File: config.mk
export PLATFORM = sky130hd
export DESIGN_NAME = rb_writeback_arbiter
export DESIGN_NICKNAME = d
export VERILOG_FILES = /design/src/rtl/rb_pkg.sv /design/src/rtl/rb_wb_fifo.sv /design/src/rtl/rb_writeback_arbiter.sv
export SDC_FILE = /design/constraint.sdc
export NUM_CORES = 1
export LEC_CHECK = 0
export ABC_AREA = 0
export BUFFER_PORTS_ARGS = -buffer_cell sky130_fd_sc_hd__buf_4
export CORE_UTILIZATION = 25
export CTS_CLUSTER_SIZE = 30
export DETAILED_ROUTE_END_ITERATION = 7
export PLACE_DENSITY = 0.5
export SYNTH_ARGS = -nofsm -noshare
export SYNTH_HDL_FRONTEND = slang
export SYNTH_HIERARCHICAL = 1
export SYNTH_SLANG_ARGS = --single-unit
File: constraint.sdc
create_clock -name clk -period 13.2 [get_ports clk]
set_clock_uncertainty 0.15 [all_clocks]
set_input_delay 3.96 -clock clk [delete_from_list [all_inputs] [get_ports clk]]
set_output_delay 3.96 -clock clk [all_outputs]
set_load 0.02 [all_outputs]
File: src/rtl/rb_pkg.sv
// Shared definitions for the register-block writeback path: geometry constants,
// the queued write request format and the source identifiers used by the arbiter.
package rb_pkg;

    localparam int LANES  = 8;
    localparam int REGS   = 32;
    localparam int WARPS  = 8;
    localparam int DATA_W = 32;

    localparam int REG_W  = $clog2(REGS);
    localparam int WARP_W = $clog2(WARPS);

    // One pending register write: destination warp/register, per-lane enable mask
    // and the eight lane values (lane i lives in data[i]).
    typedef struct packed {
        logic [WARP_W-1:0]            warp;
        logic [REG_W-1:0]             rd;
        logic [LANES-1:0]             mask;
        logic [LANES-1:0][DATA_W-1:0] data;
    } wb_req_t;

    // Result producers feeding the writeback port.
    typedef enum logic {
        SRC_ALU = 1'b0,
        SRC_LSU = 1'b1
    } src_e;

endpackage

File: src/rtl/rb_wb_fifo.sv
// Small circular FIFO holding pending writeback requests for one result source.
// full/empty/count all come straight from the count register, so the upstream
// ready never depends combinationally on this cycle's push or pop.
module rb_wb_fifo
    import rb_pkg::*;
#(
    parameter  int DEPTH = 2,
    localparam int CNT_W = $clog2(DEPTH + 1)
) (
    input  logic             clk,
    input  logic             rst_n,
    input  logic             push,
    input  wb_req_t          push_data,
    input  logic             pop,
    output wb_req_t          pop_data,
    output logic             full,
    output logic             empty,
    output logic [CNT_W-1:0] count
);

    localparam int PTR_W = (DEPTH > 1) ? $clog2(DEPTH) : 1;
    localparam logic [PTR_W-1:0] LAST_PTR = PTR_W'(DEPTH - 1);

    wb_req_t          mem [DEPTH];
    logic [PTR_W-1:0] wr_ptr;
    logic [PTR_W-1:0] rd_ptr;
    logic             do_push;
    logic             do_pop;

    // Pointers wrap at DEPTH rather than at a power of two.
    function automatic logic [PTR_W-1:0] next_ptr(input logic [PTR_W-1:0] ptr);
        return (ptr == LAST_PTR) ? '0 : ptr + 1'b1;
    endfunction

    assign full     = (count == CNT_W'(DEPTH));
    assign empty    = (count == '0);
    assign do_push  = push && !full;
    assign do_pop   = pop && !empty;
    assign pop_data = mem[rd_ptr];

    // Payload storage needs no reset; only the pointers and count define validity.
    always_ff @(posedge clk) begin
        if (do_push) begin
            mem[wr_ptr] <= push_data;
        end
    end

    // Pointer and occupancy bookkeeping; push and pop together leave count unchanged.
    always_ff @(posedge clk or negedge rst_n) begin
        if (!rst_n) begin
            wr_ptr <= '0;
            rd_ptr <= '0;
            count  <= '0;
        end else begin
            if (do_push) begin
                wr_ptr <= next_ptr(wr_ptr);
            end
            if (do_pop) begin
                rd_ptr <= next_ptr(rd_ptr);
            end
            case ({do_push, do_pop})
                2'b10:   count <= count + 1'b1;
                2'b01:   count <= count - 1'b1;
                default: count <= count;
            endcase
        end
    end

endmodule

File: src/rtl/rb_writeback_arbiter.sv
// Writeback stage in front of register_block: buffers ALU and LSU results in one
// FIFO each and drives the single register write port, at most one write per cycle,
// alternating between sources when both have work queued.
module rb_writeback_arbiter
    import rb_pkg::*;
#(
    parameter int FIFO_DEPTH = 2
) (
    input  logic                      clk,
    input  logic                      rst_n,

    input  logic                      alu_valid,
    output logic                      alu_ready,
    input  logic [WARP_W-1:0]         alu_warp,
    input  logic [REG_W-1:0]          alu_rd,
    input  logic [LANES-1:0]          alu_mask,
    input  logic [LANES*DATA_W-1:0]   alu_data,

    input  logic                      lsu_valid,
    output logic                      lsu_ready,
    input  logic [WARP_W-1:0]         lsu_warp,
    input  logic [REG_W-1:0]          lsu_rd,
    input  logic [LANES-1:0]          lsu_mask,
    input  logic [LANES*DATA_W-1:0]   lsu_data,

    output logic [LANES-1:0]          write_en,
    output logic [REG_W-1:0]          waddr,
    output logic [WARP_W-1:0]         warp_selector,
    output logic [DATA_W-1:0]         wdata_0,
    output logic [DATA_W-1:0]         wdata_1,
    output logic [DATA_W-1:0]         wdata_2,
    output logic [DATA_W-1:0]         wdata_3,
    output logic [DATA_W-1:0]         wdata_4,
    output logic [DATA_W-1:0]         wdata_5,
    output logic [DATA_W-1:0]         wdata_6,
    output logic [DATA_W-1:0]         wdata_7,
    output logic                      wb_active
);

    localparam int CNT_W = $clog2(FIFO_DEPTH + 1);

    wb_req_t    alu_req;
    wb_req_t    lsu_req;
    wb_req_t    alu_head;
    wb_req_t    lsu_head;
    logic       alu_full;
    logic       lsu_full;
    logic       alu_empty;
    logic       lsu_empty;
    logic [CNT_W-1:0] alu_count;
    logic [CNT_W-1:0] lsu_count;
    logic       alu_push;
    logic       lsu_push;
    logic       alu_pop;
    logic       lsu_pop;
    src_e       last_grant;

    logic [LANES-1:0][DATA_W-1:0] wdata_q;

    // Field order of the packed struct matches this concatenation.
    assign alu_req = {alu_warp, alu_rd, alu_mask, alu_data};
    assign lsu_req = {lsu_warp, lsu_rd, lsu_mask, lsu_data};

    // Ready is decoded from the registered occupancy only.
    assign alu_ready = (alu_count != CNT_W'(FIFO_DEPTH));
    assign lsu_ready = (lsu_count != CNT_W'(FIFO_DEPTH));
    assign alu_push  = alu_valid && !alu_full;
    assign lsu_push  = lsu_valid && !lsu_full;

    // A lone non-empty source always wins; on a tie the source not granted last goes.
    assign alu_pop = !alu_empty && (lsu_empty || (last_grant == SRC_LSU));
    assign lsu_pop = !lsu_empty && (alu_empty || (last_grant == SRC_ALU));

    rb_wb_fifo #(.DEPTH(FIFO_DEPTH)) u_alu_fifo (
        .clk       (clk),
        .rst_n     (rst_n),
        .push      (alu_push),
        .push_data (alu_req),
        .pop       (alu_pop),
        .pop_data  (alu_head),
        .full      (alu_full),
        .empty     (alu_empty),
        .count     (alu_count)
    );

    rb_wb_fifo #(.DEPTH(FIFO_DEPTH)) u_lsu_fifo (
        .clk       (clk),
        .rst_n     (rst_n),
        .push      (lsu_push),
        .push_data (lsu_req),
        .pop       (lsu_pop),
        .pop_data  (lsu_head),
        .full      (lsu_full),
        .empty     (lsu_empty),
        .count     (lsu_count)
    );

    // Register the popped entry onto the write port; idle cycles drop write_en and hold the rest.
    always_ff @(posedge clk or negedge rst_n) begin
        if (!rst_n) begin
            write_en      <= '0;
            waddr         <= '0;
            warp_selector <= '0;
            wdata_q       <= '0;
            last_grant    <= SRC_LSU;
        end else if (alu_pop) begin
            write_en      <= alu_head.mask;
            waddr         <= alu_head.rd;
            warp_selector <= alu_head.warp;
            wdata_q       <= alu_head.data;
            last_grant    <= SRC_ALU;
        end else if (lsu_pop) begin
            write_en      <= lsu_head.mask;
            waddr         <= lsu_head.rd;
            warp_selector <= lsu_head.warp;
            wdata_q       <= lsu_head.data;
            last_grant    <= SRC_LSU;
        end else begin
            write_en      <= '0;
        end
    end

    assign wdata_0 = wdata_q[0];
    assign wdata_1 = wdata_q[1];
    assign wdata_2 = wdata_q[2];
    assign wdata_3 = wdata_q[3];
    assign wdata_4 = wdata_q[4];
    assign wdata_5 = wdata_q[5];
    assign wdata_6 = wdata_q[6];
    assign wdata_7 = wdata_q[7];

    assign wb_active = |write_en;

endmodule

==> out/qor.yml <==
status:
  status: "complete, no violations"
die:
  ioPinCount: 823
  dieArea_sq_mm: 0.219
  start_util_pct: 25.2
  core_sq_mm: 0.215
  die_h_um: 468
  dieWidth_um: 468
  num_rows: 170
clock_tree:
  clock-sinks: 1369
  insertion_delay_ps: 800
  cts.clk_slew.worst_paths_ps: 60
  cts_hold_buffers: 0
  cts_max_level: 4
  post_cts_resized: 0
  numCtsBuffers: 160
  post-cts-setup-buffer-count: 0
  cts_tree: "yes"
  clockBufferDepth: 3
  cts_root_buf: "clkbuf_16"
global_routing:
  grt_pass1_vias: 31053
  grt_max_degree: 115
  grtUsageTotal_pct: 14.4
  antenna_found_initial: 61
  grt_pass1_wl_mm: 229
  grt_overflow: 0
synth:
  avgSynthCellArea_sq_um: 18.5
  synth_mux_area_share_pct: 16.1
  postSynthCellCount: 2932
  ys_types: 27
  synth-seq-cells: 1369
  synthXorXnorAreaFrac_pct: 0.161
  syn-num-nets: 3482
  synth_top_family_by_area: "multiplexers"
  yosysSeqAreaShare_pct: 73.0
  yosysWarnings: 6
  synth-simple-area-share_pct: 2.08
  syn-cell-area_sq_mm: 0.0544
  synth_fa_ha_area_share_pct: 0.0460
  synth-compound-area-share_pct: 5.61
timing:
  fmax_ghz: 0.155
  finalSetupTns_ps: 0
  finalMaxSlewViolations: 0
  setup_viol: 0
  relSlewSlack_pct: 24.7
  hold_viol: 0
  fin_crit_sh_pct: 48.8
  tightest_slew_ps: 1130
  fin_crit_ps: 6440
  fin_ws_ps: 6760
  rsz0062_at_grt: "no"
placed_design:
  dp_slack_ps: 5940
  port_buffers: 822
  dp_hpwl_mm: 103
  place_congestion: 0.774
power:
  swShare_pct: 35.0
  seqPwrFrac_pct: 37.8
  combPwrFrac_pct: 37.3
  clkPwrFrac_pct: 25.0
  fin_total_pwr_mw: 17.5
  vdd_ir_drop_max_uv: 166
  internal-power_mw: 11.4
  power.leakage_nw: 24.3
  switchingPower_mw: 6.14
  cellPowerDensity_mw_per_mm2: 257
critical_path:
  r2r-start: "u_alu_fifo/count[1]$_DFFE_PN0P_"
  crit_type: "in -> reg"
  cp-start-kind: "input port"
  cp.arrival_ps: 6690
  endpoint_kind: "flip-flop"
  cp_data_required_time_ps: 13450
  path_max_fanout: 100
  startpoint: "lsu_valid"
layout:
  finalNetCount: 4333
  drive_gt1_share_pct: 42.1
  area_growth_pct: 25.5
drt:
  avgRoutedWirePerCell_um: 24.1
  drtAntennaViolNets: 0
  drc_errors: 0
  routed_wirelength_mm: 163
  first_pass_iters: 6
  vias: 30266
  drt_iter0_markers: 1693
  vias_per_cell: 4.47
job:
  max_cap_violations: 0
hold_path:
  hold_path_startpoint: "last_grant$_DFFE_PN1P_"
  hp-class: "reg -> reg"
==> stage by stage <==
stage / util, % / std cells / hold slack (ps) / area (sq um)
2_1_floorplan: - / 2932 / 329 / 54400
4_1_cts: 31.7 / 6756 / 391 / 68200
3_5_place_dp: 29.3 / 6459 / 383 / 63000
5_1_grt: 31.7 / 6763 / 400 / 68200
6_report: 31.7 / 6771 / 387 / 68300
3_3_place_gp: 29.3 / 6459 / 375 / 63000
==> state kept, by name, summed over array words and instances (netlist names) <==
register / count
u_alu_fifo/mem: 544
u_lsu_fifo/mem: 544
wdata_0: 32
wdata_1: 32
wdata_2: 32
wdata_3: 32
wdata_4: 32
wdata_5: 32
wdata_6: 32
wdata_7: 32
write_en: 8
waddr: 5
warp_selector: 3
u_alu_fifo/count: 2
u_lsu_fifo/count: 2
last_grant: 1
u_alu_fifo/rd_ptr: 1
u_alu_fifo/wr_ptr: 1
u_lsu_fifo/rd_ptr: 1
u_lsu_fifo/wr_ptr: 1
==> metal layers <==
metal  track usage [%]  routed length [um]  vias up
met5                 0                 636        -
met4              4.35                4020      100
met3              6.64               16500      307
met2              22.4               74600      978
met1              17.7               67500    15559
li1                  -                   -    13322
==> final timing paths <==
check                                                  end  slack, ps  cells after the start
max in group asynchronous          wdata_7[28]$_DFFE_PN0P_       7950                      3
min reg2reg                         last_grant$_DFFE_PN1P_        390                      1
min in group asynchronous          wdata_4[12]$_DFFE_PN0P_       2960                      1
max                        u_lsu_fifo/mem[0][76]$_DFFE_PP_       6760                      6
min                                 last_grant$_DFFE_PN1P_        390                      1
max reg2reg                        wdata_2[30]$_DFFE_PN0P_       8460                      7
==> worst max-delay path: stages <==
cell,delay (ps)
buf_4,80
nor2b_1,170
nand2_1,160
nor2_4,780
buf_4,700
buf_12,460
==> synth_stat cells <==
cell type  instances  area (sq um)
buf_2             36           180
edfxtp_1        1088         32700
mux2_2           544          6130
ha_1               2          25.0
dfrtp_1          280          7010
xor2_1             4          35.0
nand2b_2           1          8.76
nand2b_1           4          25.0
nand2b_4           1          13.8
nand2_1          267          1000
xnor2_1            6          52.6
dfstp_2            1          26.3
a22o_1             8          70.1
nor4_1             2          12.5
nor2_2             1          6.26
nor2_1             7          26.3
nor2b_1            4          25.0
buf_6             43           484
clkbuf_8          46           633
buf_4             26           195
clkbuf_1          27           101
inv_2              1          3.75
and3_1             2          12.5
inv_1              2          7.51
mux2i_1          264          2640
a21o_1             1          7.51
o221a_1          264          2970
==> power by group through the flow <==
stage / clock, mW / sequential, mW / combinational, mW
after floorplan: 0 / 7.29 / 4.01
after global placement: 0 / 6.66 / 6.60
after detailed placement: 0 / 6.71 / 6.66
after CTS: 4.51 / 6.64 / 6.68
after global routing: 4.67 / 6.74 / 6.98
final: 4.38 / 6.62 / 6.53
==> placed cells by master (no fill, tap or decap), types with 3 or more instances in the layout <==
cell type   count
nand2b_1        4
buf_4         855
diode_2        15
nand2_1       267
clkbuf_8       16
xnor2_1         6
buf_12         11
o221a_1       264
mux2_2        544
inv_6           4
edfxtp_1     1088
clkinvlp_4      4
clkinv_1       20
clkbuf_1       50
nor2_1          3
bufinv_16      11
xor2_1          4
dfrtp_1       278
clkbuf_16     162
nor2b_1         4
a22o_1          8
clkinv_8        4
clkinv_2       21
mux2i_1       264
nor2_4          4
==> cell type report <==
class	instances	area, sq um
Timing Repair Buffer	867	6650
Tap cell	2838	3550
Inverter	3	11.3
Multi-Input combinational cell	1382	13100
Clock inverter	69	728
Fill cell	21151	147000
Antenna cell	15	37.5
Clock buffer	228	4460
Sequential cell	1369	39700
==> cells by family (layout without fill, tap and decap cells) <==
group | Yosys count | count (layout)
buf+inv | 181 | 1167
compound gates | 273 | 273
mux | 808 | 808
flops | 1369 | 1369
other cells | 0 | 15
xor+xnor | 10 | 10
fa+ha+maj | 2 | 2
simple gates | 289 | 289
(Power assumes the default switching activity.)
